File: config.mk
export PLATFORM = sky130hd
export DESIGN_NAME = ifid_stage_buf
export DESIGN_NICKNAME = d
export VERILOG_FILES = /design/src/rtl/ifid_stage_buf.sv
export SDC_FILE = /design/constraint.sdc
export NUM_CORES = 1
export LEC_CHECK = 0
export BUFFER_PORTS_ARGS = -buffer_cell sky130_fd_sc_hd__buf_2
export CAP_MARGIN = 0
export CORE_UTILIZATION = 40
export DETAILED_ROUTE_END_ITERATION = 10
export PLACE_DENSITY = 0.73
export SYNTH_ARGS = -nofsm -noshare
export SYNTH_HDL_FRONTEND = slang
export SYNTH_SLANG_ARGS = --single-unit
File: constraint.sdc
create_clock -name clk -period 7.5 [get_ports clk]
set_input_delay 0 -clock clk [delete_from_list [all_inputs] [get_ports clk]]
set_output_delay 0 -clock clk [all_outputs]
set_load 0.01 [all_outputs]
File: src/rtl/ifid_stage_buf.sv
// IF/ID pipeline stage with valid/ready input, 2-entry skid buffer and flush-to-NOP.
// Define IFID_BUBBLE_CNT_EN to add the saturating bubble_cnt performance counter.
module ifid_stage_buf #(
    parameter int unsigned          INSTR_W = 32,
    parameter int unsigned          PC_W    = 32,
    parameter logic [INSTR_W-1:0]   NOP     = INSTR_W'(32'hF000_0000),
    parameter int unsigned          CNT_W   = 16
) (
    input  logic               clk,
    input  logic               rst,
    input  logic               in_valid,
    output logic               in_ready,
    input  logic [INSTR_W-1:0] instr_in,
    input  logic [PC_W-1:0]    pc_in,
    input  logic               stall,
    input  logic               flush,
    output logic               out_valid,
    output logic [INSTR_W-1:0] instr_out,
    output logic [PC_W-1:0]    pc_out
`ifdef IFID_BUBBLE_CNT_EN
    ,
    output logic [CNT_W-1:0]   bubble_cnt
`endif
);

    logic               out_valid_q, out_valid_d;
    logic [INSTR_W-1:0] instr_q, instr_d;
    logic [PC_W-1:0]    pc_q, pc_d;
    logic               skid_valid_q, skid_valid_d;
    logic [INSTR_W-1:0] skid_instr_q, skid_instr_d;
    logic [PC_W-1:0]    skid_pc_q, skid_pc_d;
    logic               ready_q, ready_d;
    logic               accept;

    assign accept = in_valid && ready_q;

    always_comb begin
        out_valid_d  = out_valid_q;
        instr_d      = instr_q;
        pc_d         = pc_q;
        skid_valid_d = skid_valid_q;
        skid_instr_d = skid_instr_q;
        skid_pc_d    = skid_pc_q;

        if (flush) begin
            out_valid_d  = 1'b0;
            instr_d      = NOP;
            skid_valid_d = 1'b0;
        end else if (!stall && skid_valid_q) begin
            out_valid_d  = 1'b1;
            instr_d      = skid_instr_q;
            pc_d         = skid_pc_q;
            skid_valid_d = 1'b0;
        end else if (!stall) begin
            if (accept) begin
                out_valid_d = 1'b1;
                instr_d     = instr_in;
                pc_d        = pc_in;
            end else begin
                // Bubble: pc_out keeps the last real PC for debug.
                out_valid_d = 1'b0;
                instr_d     = NOP;
            end
        end else if (!out_valid_q) begin
            if (accept) begin
                out_valid_d = 1'b1;
                instr_d     = instr_in;
                pc_d        = pc_in;
            end
        end else if (accept) begin
            skid_valid_d = 1'b1;
            skid_instr_d = instr_in;
            skid_pc_d    = pc_in;
        end

        // Registered so in_ready has no combinational path from stall/flush/in_valid.
        ready_d = !skid_valid_d;
    end

    always_ff @(posedge clk) begin
        if (rst) begin
            out_valid_q  <= 1'b0;
            instr_q      <= NOP;
            pc_q         <= '0;
            skid_valid_q <= 1'b0;
            ready_q      <= 1'b1;
        end else begin
            out_valid_q  <= out_valid_d;
            instr_q      <= instr_d;
            pc_q         <= pc_d;
            skid_valid_q <= skid_valid_d;
            ready_q      <= ready_d;
        end
    end

    // Skid payload is only meaningful while skid_valid_q is set, so it needs no reset.
    always_ff @(posedge clk) begin
        skid_instr_q <= skid_instr_d;
        skid_pc_q    <= skid_pc_d;
    end

    assign in_ready  = ready_q;
    assign out_valid = out_valid_q;
    assign instr_out = instr_q;
    assign pc_out    = pc_q;

`ifdef IFID_BUBBLE_CNT_EN
    logic [CNT_W-1:0] cnt_q;

    always_ff @(posedge clk) begin
        if (rst) begin
            cnt_q <= '0;
        end else if (!out_valid_q && (cnt_q != '1)) begin
            cnt_q <= cnt_q + CNT_W'(1);
        end
    end

    assign bubble_cnt = cnt_q;
`endif

endmodule

==> results of run 1 <==
## logic make-up after synthesis
| kind of cell | count (synthesis) | share of synthesized area |
|---|---|---|
| mux | 32 | 0.0603 |
| buf+inv | 45 | 0.0443 |
| simple gates | 71 | 0.0634 |
| compound gates | 136 | 0.218 |
| flops | 131 | 0.614 |
## area by class of cell
cell class                 count  area (sq um)
timing repair buffer         205          1370
clock buffer                  28           539
multi-input combinational    239          1830
tap                          172           215
fill                        1043          5530
inverter                       2          7.51
clock inverter                 4          20.0
sequential                   131          3260
## metrics by stage
step | hold WS, ns | worst slack, ns | power [uW] | std cells | utilization
after floorplan | 0.0989 | 2.00 | 905 | 415 | -
after global placement | 0.192 | 5.39 | 964 | 683 | 0.472
after detailed placement | 0.192 | 5.29 | 969 | 683 | 0.472
after CTS | 0.193 | 5.29 | 1770 | 781 | 0.567
after global routing | 0.235 | 5.16 | 1820 | 781 | 0.567
final | 0.220 | 5.28 | 1760 | 781 | 0.567
## worst max-delay path: cells and delay by family, from the launching register on
family | cells | cell delay, ns
flip-flops | 1 | 0.42
AO/OA/AOI/OAI | 3 | 1.62
## flip-flops by register name, summed over array words and instances, names as in the netlist
name,count
out_valid,1
in_ready,1
instr_out,32
skid_valid_q,1
skid_pc_q,32
skid_instr_q,32
pc_out,32
## power by group
part           internal (uW)  switching (uW)  total [uW]
clock network            487             289         776
registers                777            15.5         792
logic                   86.4             103         190
total                   1350             408        1760
## layer usage
layer	track usage	wire, um
met5	0	0
met4	0.0684	182
met3	0.0484	703
met2	0.357	6930
met1	0.248	5750
## path summary, 6_finish.rpt
path / end / cells past startpoint / startpoint
max: pc_out[31]$_SDFFE_PP0P_ / 3 / in_ready$_SDFF_PP1_
min: in_ready$_SDFF_PP1_ / 2 / stall
max reg2reg: pc_out[31]$_SDFFE_PP0P_ / 3 / in_ready$_SDFF_PP1_
min reg2reg: instr_out[31]$_SDFFE_PP1P_ / 1 / instr_out[31]$_SDFFE_PP1P_
## cell usage in the layout, fill, tap and decap left out, drive strengths merged, types with 2 or more instances in the layout
master and n:
a211oi 64, inv 2, clkbuf 28, a221o 4, o21ai 28, nand2 31, and3b 2, nor3 29
mux2i 32, o21bai 4, a2bb2oi 4, a311oi 28, a21o 2, nor2 3, dfxtp 67, buf 139
dlygate4sd3 66, clkinv 4, edfxtp 64
==> impl_metrics.csv, run 1 <==
group,metric,value,unit
die,initial_utilization,0.416,
clock_network,ctsHoldBuffers,66,
clock_network,tritoncts,"yes",
drt,dr.first_iter.drc_count,298,
yosys,synth_top_area_frac,0.362,
clock_network,cts_buffers,17,
cells_and_area,layout-area-overhead-vs-synth,36.3,%
yosys,yosysMostFrequentCell,"dfxtp_1",
place,hpwl,8310,um
yosys,yosysSeqAreaShare,0.614,
die,core.rowCount,41,
yosys,syn_nets,484,
clock_network,cts_resized,0,
drt,routedWlPerCell,17.4,um
sta,drv_slew,0,
global_routing,antenna_found_initial,0,
critical_path,r2r_slack,5.28,ns
sta,fin_skew,0.00949,ns
sta,fin_crit_sh,0.296,
yosys,yosysWarnings,0,
die,dieWidth,117,um
global_routing,grtUsageTotal,0.204,
yosys,synthDistinctLibCells,30,
sta,max_slew_margin,0.205,
sta,period_minus_slack,2.22,ns
cells_and_area,drive_gt1_frac,0.328,
die,dieArea,0.0137,sq mm
clock_network,cts_buffer_depth,2,
clock_network,clkTransAtPathRegs,0.06,ns
place,placed_cell_area,0.00602,sq mm
sta,hold_violations,0,
critical_path,critical_path.max_stage_delay,0.89,ns
drt,viasPerCell,5.37,
global_routing,grt_pass1_vias,4198,
critical_path,criticalPathCategory,"reg -> reg",
drt,drc,0,
status,outcome,"complete, no violations",
clock_network,cts_setup_buffers,0,
critical_path,required,7.74,ns
clock_network,cts.sinks,131,
sta,fmax,451,MHz
critical_path,end_kind,"flip-flop",
die,core,0.0128,sq mm
pwr,power_density,243,mW/mm^2
clock_network,cts.htree.levels,4,
clock_network,insertion_delay,0.41,ns
yosys,synthTopCellsByCount,"67 x dfxtp_1, 64 x edfxtp_1, 34 x a211oi_1, 32 x mux2i_1, 31 x nand2_1",
critical_path,cp_data_arrival_time,2.45,ns
clock_network,clockRootBuffer,"clkbuf_16",
global_routing,grt_max_degree,44,
pwr,irDropWorstVdd,0.000166,V
yosys,synth.largest_area_cell,"edfxtp_1",
die,die_y,117,um
sta,setup_tns,0,ns
flow_run,drv_cap,0,
cells_and_area,postLayoutCellArea,0.00724,sq mm
sta,setup_viol,0,
die,ios,135,
yosys,synthTopCellsByArea,"edfxtp_1 36%, dfxtp_1 25%, a211oi_2 7.1%",
yosys,syn_area,0.00531,sq mm
yosys,ys_ff_latch,131,
global_routing,grt_overflow_total,0,
critical_path,critPathLaunchType,"flip-flop",
global_routing,grt_first_pass_wirelength,21100,um
pwr,leakage,0.00266,uW
yosys,ys_async_sr_fraction,0,
worst_hold_path,hold_path_class,"in -> reg",
yosys,syn_area_per_cell,12.8,sq um
yosys,synth-edff-count,64,
place,place_congestion,0.723,
sta,rsz0062_at_grt,"no",
cells_and_area,n_antenna_cell,0,
sta,worst_pin_slew,1.19,ns
drt,ant_nets,0,
critical_path,cpMaxStageDelayCell,"a21o_1",
drt,vias,4192,
drt,routed_wirelength,13600,um
yosys,ys.flop_type,"dfxtp_1",
critical_path,crit_fanout,33,
critical_path,path_cells,"a21o_1 > a21o_4 > a211oi_1",
drt,first_pass_iters,5,
yosys,synthCells,415,
place,port_buffers,134,
cells_and_area,nNetsFinal,665,
Power figures use the tool's default switching activity.
==> run 2: changes to the inputs <==
==> constraint.sdc (replaced) <==
create_clock -name clk -period 2.1 [get_ports clk]
set_input_delay 0 -clock clk [delete_from_list [all_inputs] [get_ports clk]]
set_output_delay 0 -clock clk [all_outputs]
set_load 0.01 [all_outputs]
==> run 2 against run 1 <==
Clock-buffer cell count shrank 2. Combinational power grew to 3.7 times the previous value. Worst hold slack lost 0.12 ns. Power grew to 3.5 times the previous value. Global-route usage grew 0.38 points. Maximum frequency grew 30%. First-iteration DRC count grew 1.0%. Flip-flop and latch count is the same. Critical path type unchanged. Highest routed layer unchanged.
==> impl_metrics.csv, run 2 (synthesis results as in run 1) <==
group,metric,value,unit
status,outcome,"complete, no violations",
pwr,combPwrFrac,0.113,
sta,worst_pin_slew,1.25,ns
pwr,power.share.clock,0.428,
sta,setup_ws,0.397,ns
critical_path,criticalPathCategory,"reg -> reg",
sta,period_minus_slack,1.70,ns
drt,first_pass_iters,4,
drt,viasPerCell,5.33,
global_routing,grt_overflow_total,0,
pwr,power.internal,4750,uW
clock_network,tritoncts,"yes",
die,core,0.0128,sq mm
pwr,power_density,839,mW/mm^2
clock_network,cts.htree.levels,4,
critical_path,cp_data_arrival_time,1.97,ns
place,port_buffers,134,
die,ios,135,
die,dieArea,0.0137,sq mm
global_routing,grt_max_degree,35,
clock_network,cts_buffer_depth,2,
place,hpwl,8660,um
pwr,irDropWorstVdd,0.000664,V
place,placedCellCount,692,
die,die_y,117,um
clock_network,cts_buffers,17,
drt,drc,0,
global_routing,antenna_found_initial,0,
sta,fmax,587,MHz
pwr,leakage,0.00270,uW
cells_and_area,nNetsFinal,674,
clock_network,cts_setup_buffers,0,
sta,hold_violations,0,
pwr,p_sw_frac,0.230,
critical_path,required,2.37,ns
pwr,power_frac_seq,0.459,
cells_and_area,layout-area-overhead-vs-synth,38.2,%
critical_path,crit_fanout,32,
cells_and_area,layout_common_cells,"134 x buf_2, 66 x dlygate4sd3_1, 65 x dfxtp_1",
global_routing,grt_pass1_vias,4284,
place,place_congestion,0.745,
sta,fin_skew,0.0134,ns
die,initial_utilization,0.416,
clock_network,insertion_delay,0.42,ns
global_routing,grt_first_pass_wirelength,21500,um
cells_and_area,drive_gt1_frac,0.340,
sta,fin_crit_sh,0.811,
global_routing,grtUsageTotal,0.208,
worst_hold_path,hold_path_class,"in -> reg",
flow_run,drv_cap,0,
drt,vias,4213,
die,core.rowCount,41,
cells_and_area,layout.cells.non_filler,790,
drt,ant_nets,0,
sta,rsz0062_at_grt,"no",
critical_path,end_kind,"flip-flop",
clock_network,clkTransAtPathRegs,0.05,ns
drt,dr.first_iter.drc_count,301,
cells_and_area,layout_commonest_cell,"buf_2",
clock_network,clockRootBuffer,"clkbuf_16",
drt,routed_wirelength,13700,um
pwr,switchingPower,1420,uW
sta,drv_slew,0,
sta,setup_viol,0,
critical_path,critPathLaunchType,"flip-flop",
die,dieWidth,117,um
cells_and_area,n_antenna_cell,0,
clock_network,cts.sinks,131,
place,place_ws,0.412,ns
sta,max_slew_margin,0.166,
drt,routedWlPerCell,17.4,um
-- run 2: worst paths after layout --
kind	start	endpoint	slack, ns	cells past startpoint
worst max-delay path	out_valid$_SDFF_PP0_	pc_out[31]$_SDFFE_PP0P_	0.40	3
worst min-delay path	stall	in_ready$_SDFF_PP1_	0.1	2
worst max register to register	out_valid$_SDFF_PP0_	pc_out[31]$_SDFFE_PP0P_	0.40	3
worst min register to register	instr_out[28]$_SDFFE_PP1P_	instr_out[28]$_SDFFE_PP1P_	0.48	1
-- run 2: timing repair --
action	in CTS	in global routing
resized for setup	0	0
hold buffers	66	0
endpoints found under the hold margin	123	0
-- run 2: stage by stage --
stage,utilization,power [uW],hold WS (ns),setup TNS [ns],area (sq um)
CTS,0.575,6220,0.0836,0,7340
floorplan,-,3230,0.0989,-21.82,5340
global placement,0.482,3460,0.192,0,6160
finish,0.575,6160,0.0967,0,7340
global route,0.575,6410,0.122,0,7340
detailed placement,0.482,3480,0.192,0,6160
-- run 2: power groups by stage --
stage | combinational [uW] | sequential, uW | clock (uW)
finish | 699 | 2830 | 2640
global route | 762 | 2840 | 2810
CTS | 701 | 2830 | 2690
detailed placement | 604 | 2880 | 0
global placement | 582 | 2880 | 0
floorplan | 323 | 2910 | 0
-- run 2: area by class of cell --
type	instances	area, sq um
Clock inverter	6	55.1
Tap cell	172	215
Timing Repair Buffer	214	1490
Multi-Input combinational cell	239	1840
Fill cell	1054	5430
Clock buffer	26	469
Sequential cell	131	3270
Inverter	2	7.51
-- run 2: routing by layer --
layer  up-vias  part of all wire  GRT usage
met2       152              0.51      0.364
met4         0             0.017     0.0717
met3        20             0.071     0.0675
met1      2029              0.40      0.239
li1       2012                 -          -
met5         -                 0          0
-- run 2: critical path, stage by stage, from the launching register on --
cell	delay (ns)
dfxtp_2	0.34
and4bb_1	0.55
a21o_4	0.48
a211oi_1	0.16
==> run 3: changes to the inputs <==
==> constraint.sdc (replaced) <==
create_clock -name clk -period 1.7 [get_ports clk]
set_input_delay 0 -clock clk [delete_from_list [all_inputs] [get_ports clk]]
set_output_delay 0 -clock clk [all_outputs]
set_load 0.01 [all_outputs]
==> run 3 against run 2 <==
Non-clock buffer count grew 3. Power rose by 29%. Critical path depth increased by 2. Clock-buffer cell count is 7 lower. Largest power group is now the clock network. Sequential share of layout area fell by 0.60 points. Largest cell class unchanged. Design area up 1.4%. Clock power grew 35%. Sequential power grew 23%. Utilization is 0.78 points higher. Via count is 0.69% higher. Highest routed layer unchanged.
==> impl_metrics.csv, run 3 (synthesis results as in run 1) <==
group,metric,value,unit
status,outcome,"complete, no violations",
pwr,totalPowerFinal,7930,uW
critical_path,critPathLaunchType,"input port",
die,dieWidth,117,um
sta,drv_slew,0,
clock_network,cts_resized,0,
global_routing,antenna_found_initial,0,
worst_hold_path,hold_depth,3,
sta,hold_violations,0,
pwr,leakage,0.00273,uW
drt,viasPerCell,5.35,
clock_network,cts_setup_buffers,0,
cells_and_area,n_antenna_cell,0,
drt,first_pass_iters,4,
clock_network,ctsHoldBuffers,67,
critical_path,ff2ff_path_depth,3,
critical_path,cp_data_arrival_time,1.62,ns
clock_network,tritoncts,"yes",
worst_hold_path,hold_path_class,"in -> reg",
critical_path,criticalPathCategory,"in -> reg",
cells_and_area,fillCellCount,1006,
drt,met3_length,759,um
place,hpwl,8310,um
drt,routed_wirelength,14000,um
die,core,0.0128,sq mm
drt,met1_length,6070,um
sta,fmax,650,MHz
place,place_ws,0.222,ns
global_routing,grt_max_degree,49,
drt,ant_nets,0,
global_routing,grtUsageTotal,0.212,
worst_hold_path,min_from,"rst",
sta,setup_ws,0.162,ns
drt,dr_wl_met2,7080,um
clock_network,cts_buffer_depth,2,
drt,vias,4242,
critical_path,r2r_slack,0.21,ns
clock_network,cts_buffers,17,
global_routing,grt_first_pass_wirelength,21500,um
drt,topRoutingLayerUsed,"met4",
clock_network,clockRootBuffer,"clkbuf_16",
critical_path,end_kind,"flip-flop",
sta,period_minus_slack,1.54,ns
sta,fin_skew,0.0109,ns
clock_network,clkTransAtPathRegs,0.05,ns
die,core.rowCount,41,
cells_and_area,nNetsFinal,677,
flow_run,drv_cap,0,
clock_network,insertion_delay,0.42,ns
die,dieArea,0.0137,sq mm
critical_path,rr_startpoint,"in_ready$_SDFF_PP1_",
die,initial_utilization,0.416,
pwr,power_density,1070,mW/mm^2
clock_network,cts.sinks,131,
global_routing,grt_overflow_total,0,
cells_and_area,layout_commonest_cell,"buf_2",
cells_and_area,layout-area-overhead-vs-synth,40.1,%
place,port_buffers,134,
critical_path,crit_fanout,48,
cells_and_area,layout_common_cells,"134 x buf_2, 67 x dlygate4sd3_1, 65 x dfxtp_1",
cells_and_area,postLayoutCoreUtil,0.583,
die,die_y,117,um
sta,max_slew_margin,0.616,
worst_hold_path,worstHoldEndpoint,"pc_out[8]$_SDFFE_PP0P_",
sta,worst_pin_slew,0.576,ns
sta,fin_crit_sh,0.905,
clock_network,cts.htree.levels,4,
drt,routedWlPerCell,17.7,um
die,ios,135,
drt,drc,0,
pwr,irDropWorstVdd,0.000885,V
cells_and_area,drive_gt1_frac,0.343,
place,place_congestion,0.726,
critical_path,r2r_end,"pc_out[28]$_SDFFE_PP0P_",
global_routing,grt_pass1_vias,4293,
critical_path,required,1.79,ns
sta,rsz0062_at_grt,"no",
sta,setup_viol,0,
critical_path,startpoint,"stall",
drt,dr.first_iter.drc_count,242,
-- run 3: changes by cell type in the layout (fill, tap and decap cells not counted), sizes merged --
cell	previous run	this run
clkbuf	26	19
clkinvlp	0	3
buf	148	150
bufinv	1	3
clkinv	5	7
dlygate4sd3	66	67
-- run 3: worst max path at each step --
stage                           endpoint  slack (ns)  depth (start not counted)
6_report         skid_pc_q[25]$_DFFE_PP_        0.16                          5
5_1_grt          skid_pc_q[28]$_DFFE_PP_        0.05                          5
4_1_cts          skid_pc_q[26]$_DFFE_PP_        0.20                          5
3_5_place_dp     pc_out[21]$_SDFFE_PP0P_        0.22                          3
3_3_place_gp     pc_out[31]$_SDFFE_PP0P_        0.28                          3
2_1_floorplan  skid_instr_q[0]$_DFFE_PP_       -0.74                          2
-- run 3: final cells by class --
type / instances / area (sq um) / share of cell area
inverter: 2 / 7.51 / 0.00101
clock inverter: 13 / 141 / 0.0190
sequential: 131 / 3270 / 0.439
timing repair buffer: 217 / 1540 / 0.206
tap: 172 / 215 / 0.0289
multi-input combinational: 239 / 1840 / 0.248
clock buffer: 19 / 433 / 0.0582
-- run 3: metal layers --
layer / track usage / vias up
met1: 0.243 / 2088
met4: 0.0684 / 0
met2: 0.369 / 126
li1: - / 2015
met3: 0.0742 / 13
met5: 0 / -
-- run 3: through the flow --
stage	TNS, ns	hold WS (ns)	cells	area, sq um
floorplan	-47.42	0.0989	415	5340
global placement	0	0.192	694	6200
detailed placement	0	0.193	694	6200
CTS	0	0.214	793	7440
global route	0	0.234	793	7440
finish	0	0.227	793	7440
-- run 3: worst max-delay path, stage by stage --
cell	delay (ns)
dlygate4sd3_1	0.52
buf_2	0.36
nand2_1	0.18
nor3_4	0.21
buf_12	0.31
-- run 3: where the power goes --
group	total [uW]	switching [uW]	leakage [uW]	internal, uW
combinational	883	472	0.00133	411
clock	3560	1290	0.000270	2270
sequential	3490	64.2	0.00113	3430
total	7930	1830	0.00273	6110
